File: src/rtl/trimux_batcher_if.sv
// trimux_batcher_if: element-in / descriptor-out bundle for the trimux batcher
interface trimux_batcher_if #(
    parameter int BSW = 5,
    parameter int WW  = 8 - BSW + 1
);
    localparam int BS = 1 << BSW;
    logic                   in_valid;
    logic                   in_ready;
    logic [WW-1:0]          in_len;
    logic                   in_last;
    logic                   out_valid;
    logic                   out_ready;
    logic [BSW:0]           out_inum;
    logic [BS-1:0][WW-1:0]  out_ilen;
    logic [BS-1:0][BSW-1:0] out_ipos;
    logic [BS-1:0][BSW:0]   out_psum;
    logic                   err;
    modport master (
        output in_valid, in_len, in_last, out_ready,
        input  in_ready, out_valid, out_inum, out_ilen, out_ipos, out_psum, err
    );
    modport slave (
        input  in_valid, in_len, in_last, out_ready,
        output in_ready, out_valid, out_inum, out_ilen, out_ipos, out_psum, err
    );
endinterface

File: src/rtl/trimux_batcher.sv
// trimux_batcher: packs variable-length elements into per-vector batch descriptors
module trimux_batcher #(
    parameter int VLEN = 256,
    parameter int BSW  = 5,
    parameter int WW   = 8 - BSW + 1
) (
    input logic             clk,
    input logic             rst,
    trimux_batcher_if.slave b
);
    localparam int BS = 1 << BSW;
    localparam logic [BSW:0] BSV = (BSW+1)'(BS);
    localparam logic [BSW:0] ONE = (BSW+1)'(1);
    if (((1 << WW) - 1) > BS || (VLEN % BS) != 0) begin : g_cfg
        $error("trimux_batcher: illegal parameter combination");
    end
    typedef enum logic {FILL, HOLD} state_t;
    state_t                 state, state_n;
    logic [BSW:0]           cnt, used, len_x, sum, clen_x;
    logic [WW-1:0]          c_len;
    logic                   c_last, c_valid, err_r;
    logic [BS-1:0][WW-1:0]  ilen;
    logic [BS-1:0][BSW-1:0] ipos;
    logic [BS-1:0][BSW:0]   psum;
    logic                   rdy, acc, bad, fits, close;
    assign rdy         = (state == FILL) && !c_valid;
    assign b.in_ready  = rdy;
    assign b.out_valid = (state == HOLD);
    assign b.out_inum  = cnt;
    assign b.out_ilen  = ilen;
    assign b.out_ipos  = ipos;
    assign b.out_psum  = psum;
    assign b.err       = err_r;
    // fit/close decode of the offered element and next-state selection
    always_comb begin
        len_x   = (BSW+1)'(b.in_len);
        clen_x  = (BSW+1)'(c_len);
        acc     = b.in_valid && rdy;
        bad     = (len_x == '0) || (len_x > BSV);
        sum     = used + len_x;
        fits    = sum <= BSV;
        close   = (cnt + ONE == BSV) || (sum == BSV) || b.in_last;
        state_n = state;
        if (state == FILL) begin
            if (acc && !bad) state_n = (!fits || close) ? HOLD : FILL;
        end else if (b.out_ready) begin
            state_n = (c_valid && (c_last || clen_x == BSV)) ? HOLD : FILL;
        end
    end
    // state register
    always_ff @(posedge clk) begin
        state <= rst ? FILL : state_n;
    end
    // lane arrays, counters, carry slot and sticky error
    always_ff @(posedge clk) begin
        if (rst) begin
            cnt     <= '0;
            used    <= '0;
            c_len   <= '0;
            c_last  <= 1'b0;
            c_valid <= 1'b0;
            err_r   <= 1'b0;
            ilen    <= '0;
            ipos    <= '0;
            psum    <= '0;
        end else begin
            if (acc && bad) begin
                err_r <= 1'b1;
            end else if (acc && fits) begin
                ilen[cnt[BSW-1:0]] <= b.in_len;
                ipos[cnt[BSW-1:0]] <= used[BSW-1:0];
                psum[cnt[BSW-1:0]] <= sum;
                cnt                <= cnt + ONE;
                used               <= sum;
            end else if (acc) begin
                c_len   <= b.in_len;
                c_last  <= b.in_last;
                c_valid <= 1'b1;
            end
            if (state == HOLD && b.out_ready) begin
                ilen    <= '0;
                ipos    <= '0;
                psum    <= '0;
                cnt     <= c_valid ? ONE : '0;
                used    <= c_valid ? clen_x : '0;
                c_valid <= 1'b0;
                if (c_valid) begin
                    ilen[0] <= c_len;
                    psum[0] <= clen_x;
                end
            end
        end
    end
endmodule

File: src/flat_wrapper.sv
// flat-port wrapper written by rule: the top's interface ports become plain ports
module trimux_batcher_flat 
#(
    parameter int VLEN = 256,
    parameter int BSW  = 5,
    parameter int WW   = 8 - BSW + 1
)
  (clk, rst, b_in_valid, b_in_len, b_in_last, b_out_ready, b_in_ready, b_out_valid, b_out_inum, b_out_ilen, b_out_ipos, b_out_psum, b_err);
  trimux_batcher_if #(.BSW(BSW), .WW(WW)) b_i ();
  input logic clk;
  input logic rst;
  input wire logic [$bits(b_i.in_valid)-1:0] b_in_valid;
  input wire logic [$bits(b_i.in_len)-1:0] b_in_len;
  input wire logic [$bits(b_i.in_last)-1:0] b_in_last;
  input wire logic [$bits(b_i.out_ready)-1:0] b_out_ready;
  output wire logic [$bits(b_i.in_ready)-1:0] b_in_ready;
  output wire logic [$bits(b_i.out_valid)-1:0] b_out_valid;
  output wire logic [$bits(b_i.out_inum)-1:0] b_out_inum;
  output wire logic [$bits(b_i.out_ilen)-1:0] b_out_ilen;
  output wire logic [$bits(b_i.out_ipos)-1:0] b_out_ipos;
  output wire logic [$bits(b_i.out_psum)-1:0] b_out_psum;
  output wire logic [$bits(b_i.err)-1:0] b_err;
  assign b_i.in_valid = b_in_valid;
  assign b_i.in_len = b_in_len;
  assign b_i.in_last = b_in_last;
  assign b_i.out_ready = b_out_ready;
  assign b_in_ready = b_i.in_ready;
  assign b_out_valid = b_i.out_valid;
  assign b_out_inum = b_i.out_inum;
  assign b_out_ilen = b_i.out_ilen;
  assign b_out_ipos = b_i.out_ipos;
  assign b_out_psum = b_i.out_psum;
  assign b_err = b_i.err;
  trimux_batcher #(.VLEN(VLEN), .BSW(BSW), .WW(WW)) u_core (.clk(clk), .rst(rst), .b(b_i));
endmodule
File: config.mk
export PLATFORM = sky130hd
export DESIGN_NAME = trimux_batcher_flat
export DESIGN_NICKNAME = d
export VERILOG_FILES = /design/src/rtl/trimux_batcher_if.sv /design/src/rtl/trimux_batcher.sv /design/src/flat_wrapper.sv
export SDC_FILE = /design/constraint.sdc
export NUM_CORES = 1
export LEC_CHECK = 0
export BUFFER_PORTS_ARGS = -buffer_cell sky130_fd_sc_hd__buf_4
export CAP_MARGIN = 20
export CORE_MARGIN = 3
export CORE_UTILIZATION = 53
export DETAILED_ROUTE_END_ITERATION = 7
export PLACE_DENSITY = 0.9
export SYNTH_ARGS = -nofsm -noshare
export SYNTH_HDL_FRONTEND = slang
export SYNTH_SLANG_ARGS = --single-unit
File: constraint.sdc
create_clock -name clk -period 4.2 [get_ports clk]
set_input_delay 0 -clock clk [delete_from_list [all_inputs] [get_ports clk]]
set_output_delay 0 -clock clk [all_outputs]
set_load 0.005 [all_outputs]
==> results.toml <==
[status]
outcome = "completed"

[run]
cap_viol_max_count = 0

[synth]
synth_nets = 2318
synthArstFlopShare_pct = 0
synth_top_area_share_pct = 51.0
seq_area_frac_synth_pct = 51.0
syn_area_um2 = 19600
ys_top_cells_by_count = "dfxtp_1 (500), a21oi_1 (373), nand3_1 (365)"
yosys.area.top_type = "dfxtp_1"
yosys-top-cells-area = "dfxtp_1 (51%), a21oi_1 (9.5%), nand3_1 (9.3%)"
synth.avg_cell_area_um2 = 8.53
ys_warn_count = 0
synth-edff-count = 0
netlist_instances = 2300
synth.most_common_cell = "dfxtp_1"
ys_types = 47
synth_flop_cell = "dfxtp_1"
ys_ff_latch = 500

[timing]
hold_violations = 0
finalSetupViolCount = 0
clock_skew_ns = 0.0307
fin_hold_ws_ns = 0.0548
fmax_mhz = 261
slew_headroom_pct = 31.0
rsz0062_at_grt = "false"
fin_crit_sh_pct = 91.3
worstMarginPinSlew_ns = 1.03
finalSetupTns_ns = 0
period_needed_ns = 3.84
drv_slew = 0

[worst_setup_path]
cp.arrival_ns = 4.36
cp_max_fo = 45
crit_type = "flip-flop to flip-flop"
required_ns = 4.72
cp_slowest_stage_delay_ns = 0.77
cp_slowest_cell = "o41ai_4"
cp.buffers_inverters = 3
crit_path_start_kind = "flip-flop"
end_kind = "flip-flop"
path_cells = "ha_2 > inv_1 > fa_1 > nand2b_1 > a21oi_2 > xnor2_4 > o41ai_4 > buf_4 > o21ai_0 > a21oi_1 > dlygate4sd3_1"
path_delay_family = "compound AO/OA/AOI/OAI gates"

[clocking]
cts_buffers = 50
clock_latency_ns = 0.61
htreeDepth = 2
cts.sinks = 500
clockBufferDepth = 3
root_buffer = "clkbuf_16"
clkTransAtPathRegs_ns = 0.06
tritoncts = "done"

[power_and_ir_drop]
power-per-cell-area_nw_per_um2 = 407
p_comb_share_pct = 7.7
p_int_uw = 7590
clkPwrFrac_pct = 45.1
p_leak_uw = 0.0103
swShare_pct = 25.3
seq_power_share_pct = 47.2
net-switching-power_uw = 2580
ir_drop_mv = 0.341

[route]
wl_mm = 78.8
met2_wirelength_mm = 35.1
drc = 0
routed-via-count = 20340
drtAntennaViolNets = 0
viasPerCell = 6.53
wl_met1_mm = 28.1
drt_pass1_iterations = 6
initialDrtViolationCount = 2452
wl_per_cell_um = 25.3
highest_layer = "met4"
wl_met3_mm = 10.4

[layout]
syn2layout_area_growth_pct = 27.3
nets = 2632
drive_above_1_share_pct = 24.2
num_antenna_cells = 0
instances_no_fill = 3114

[placed_design]
gp_congestion = 0.895
dpl.hpwl_mm = 49.0
io_buffers = 497
dp_cells = 3016

[floorplanning]
die_x_um = 198
die_area_um2 = 39300
initial_utilization_pct = 54.5
boundaryPins = 498
die_h_um = 198
rows = 69
core-area_um2 = 36000

[global_routing]
first_global_vias = 19166
grt-ovfl-total = 0
antenna_found_initial = 0
grt_pass1_wl_mm = 114
grt_start_max_net_pins = 245
grt_usage_pct = 37.6

[hold_path]
holdCritPathClass = "input port to flip-flop"
## per-stage QoR
stage	utilization, %	total power [uW]	instance area (um^2)	setup WS, ns
2_1_floorplan	-	5330	19600	1.03
3_3_place_gp	64.5	5630	23200	0.769
3_5_place_dp	64.5	5640	23200	0.668
4_1_cts	69.3	10100	24900	0.372
5_1_grt	69.3	10400	25000	0.0935
6_report	69.3	10200	25000	0.364
## worst register-to-register path: cells and delay by family (launching register included)
family / cells / cell delay, ns
XOR/XNOR: 1 / 0.11
AND/OR/NAND/NOR: 1 / 0.18
buffers and inverters: 3 / 1.16
AO/OA/AOI/OAI: 4 / 1.34
adder cells (fa/ha/maj): 2 / 0.64
flip-flops: 1 / 0.34
## sequential cells by signal, summed over array words and instances (netlist names)
signal	flops
u_core.b.err	1
u_core.b.out_valid	1
u_core.b.out_ilen	128
u_core.b.out_psum	192
u_core.c_len	4
u_core.b.out_inum	6
u_core.c_last	1
u_core.c_valid	1
u_core.b.out_ipos	160
u_core.used	6
## final cells by class
| type | count | area, um^2 |
|---|---|---|
| clock buffers | 70 | 1450 |
| inverters | 7 | 26.3 |
| flip-flops and latches | 500 | 10000 |
| multi-input cells | 1512 | 8490 |
| repair buffers | 543 | 4200 |
| clock inverters | 21 | 214 |
| fillers | 2533 | 11000 |
| well taps | 461 | 577 |
## power groups by stage
stage               sequential, uW  combinational (uW)  clock (uW)
finish                        4800                 785        4590
global route                  4800                 810        4760
CTS                           4800                 747        4570
detailed placement            4900                 741           0
global placement              4900                 728           0
floorplan                     4900                 437           0
## per-layer routing
metal | GRT usage (%) | vias up
met1 | 45.5 | 9632
li1 | - | 8753
met3 | 13.2 | 352
met2 | 58.2 | 1603
met4 | 22.1 | 0
met5 | 0 | -
## cell usage in the layout (no fill, tap or decap), types with 3 or more instances in the layout
master	Yosys	final
and2_1	5	5
o21ai_0	339	339
o211ai_1	5	5
buf_12	0	8
bufinv_16	0	4
clkbuf_16	0	51
clkbuf_1	206	9
buf_4	9	528
clkinv_2	0	14
nand4_4	5	5
a21oi_1	373	373
nor3_1	23	23
mux2i_1	120	120
and3_1	45	45
a211oi_1	15	15
inv_1	7	7
nand3_1	365	365
dlygate4sd3_1	0	6
nand2b_1	4	3
o221ai_1	3	3
nor2_1	15	13
dfxtp_2	0	3
dfxtp_1	500	497
or3_1	9	9
clkbuf_8	0	10
nand2_1	144	144
a311oi_1	3	3
ha_1	8	7
## path summary, 6_finish.rpt
path | from | to | slack [ns] | cells after the start
worst min register to register | u_core.b.out_psum[67] | u_core.b.out_psum[67] | 0.46 | 2
worst max register to register | u_core.used[0] | u_core.c_last | 0.36 | 11
worst max-delay path | u_core.used[0] | u_core.c_last | 0.36 | 11
worst min-delay path | b_out_ready | u_core.used[0] | 0.05 | 4
## cell families (layout without fill, tap and decap cells)
kind of cell	count (synthesis)	count (layout)	share of synthesized area [%]
simple gates	627	627	16.0
mux	120	120	6.13
fa+ha+maj	9	9	0.613
xor+xnor	5	5	0.300
compound gates	751	751	19.8
buf+inv	288	641	6.09
flops	500	500	51.0
## repair_timing
item	in CTS	in global routing
hold buffers	6	0
resized for setup	0	0
hold endpoints to repair	48	0
setup buffers	0	0
Note: power is estimated with default switching activity, not from simulation.
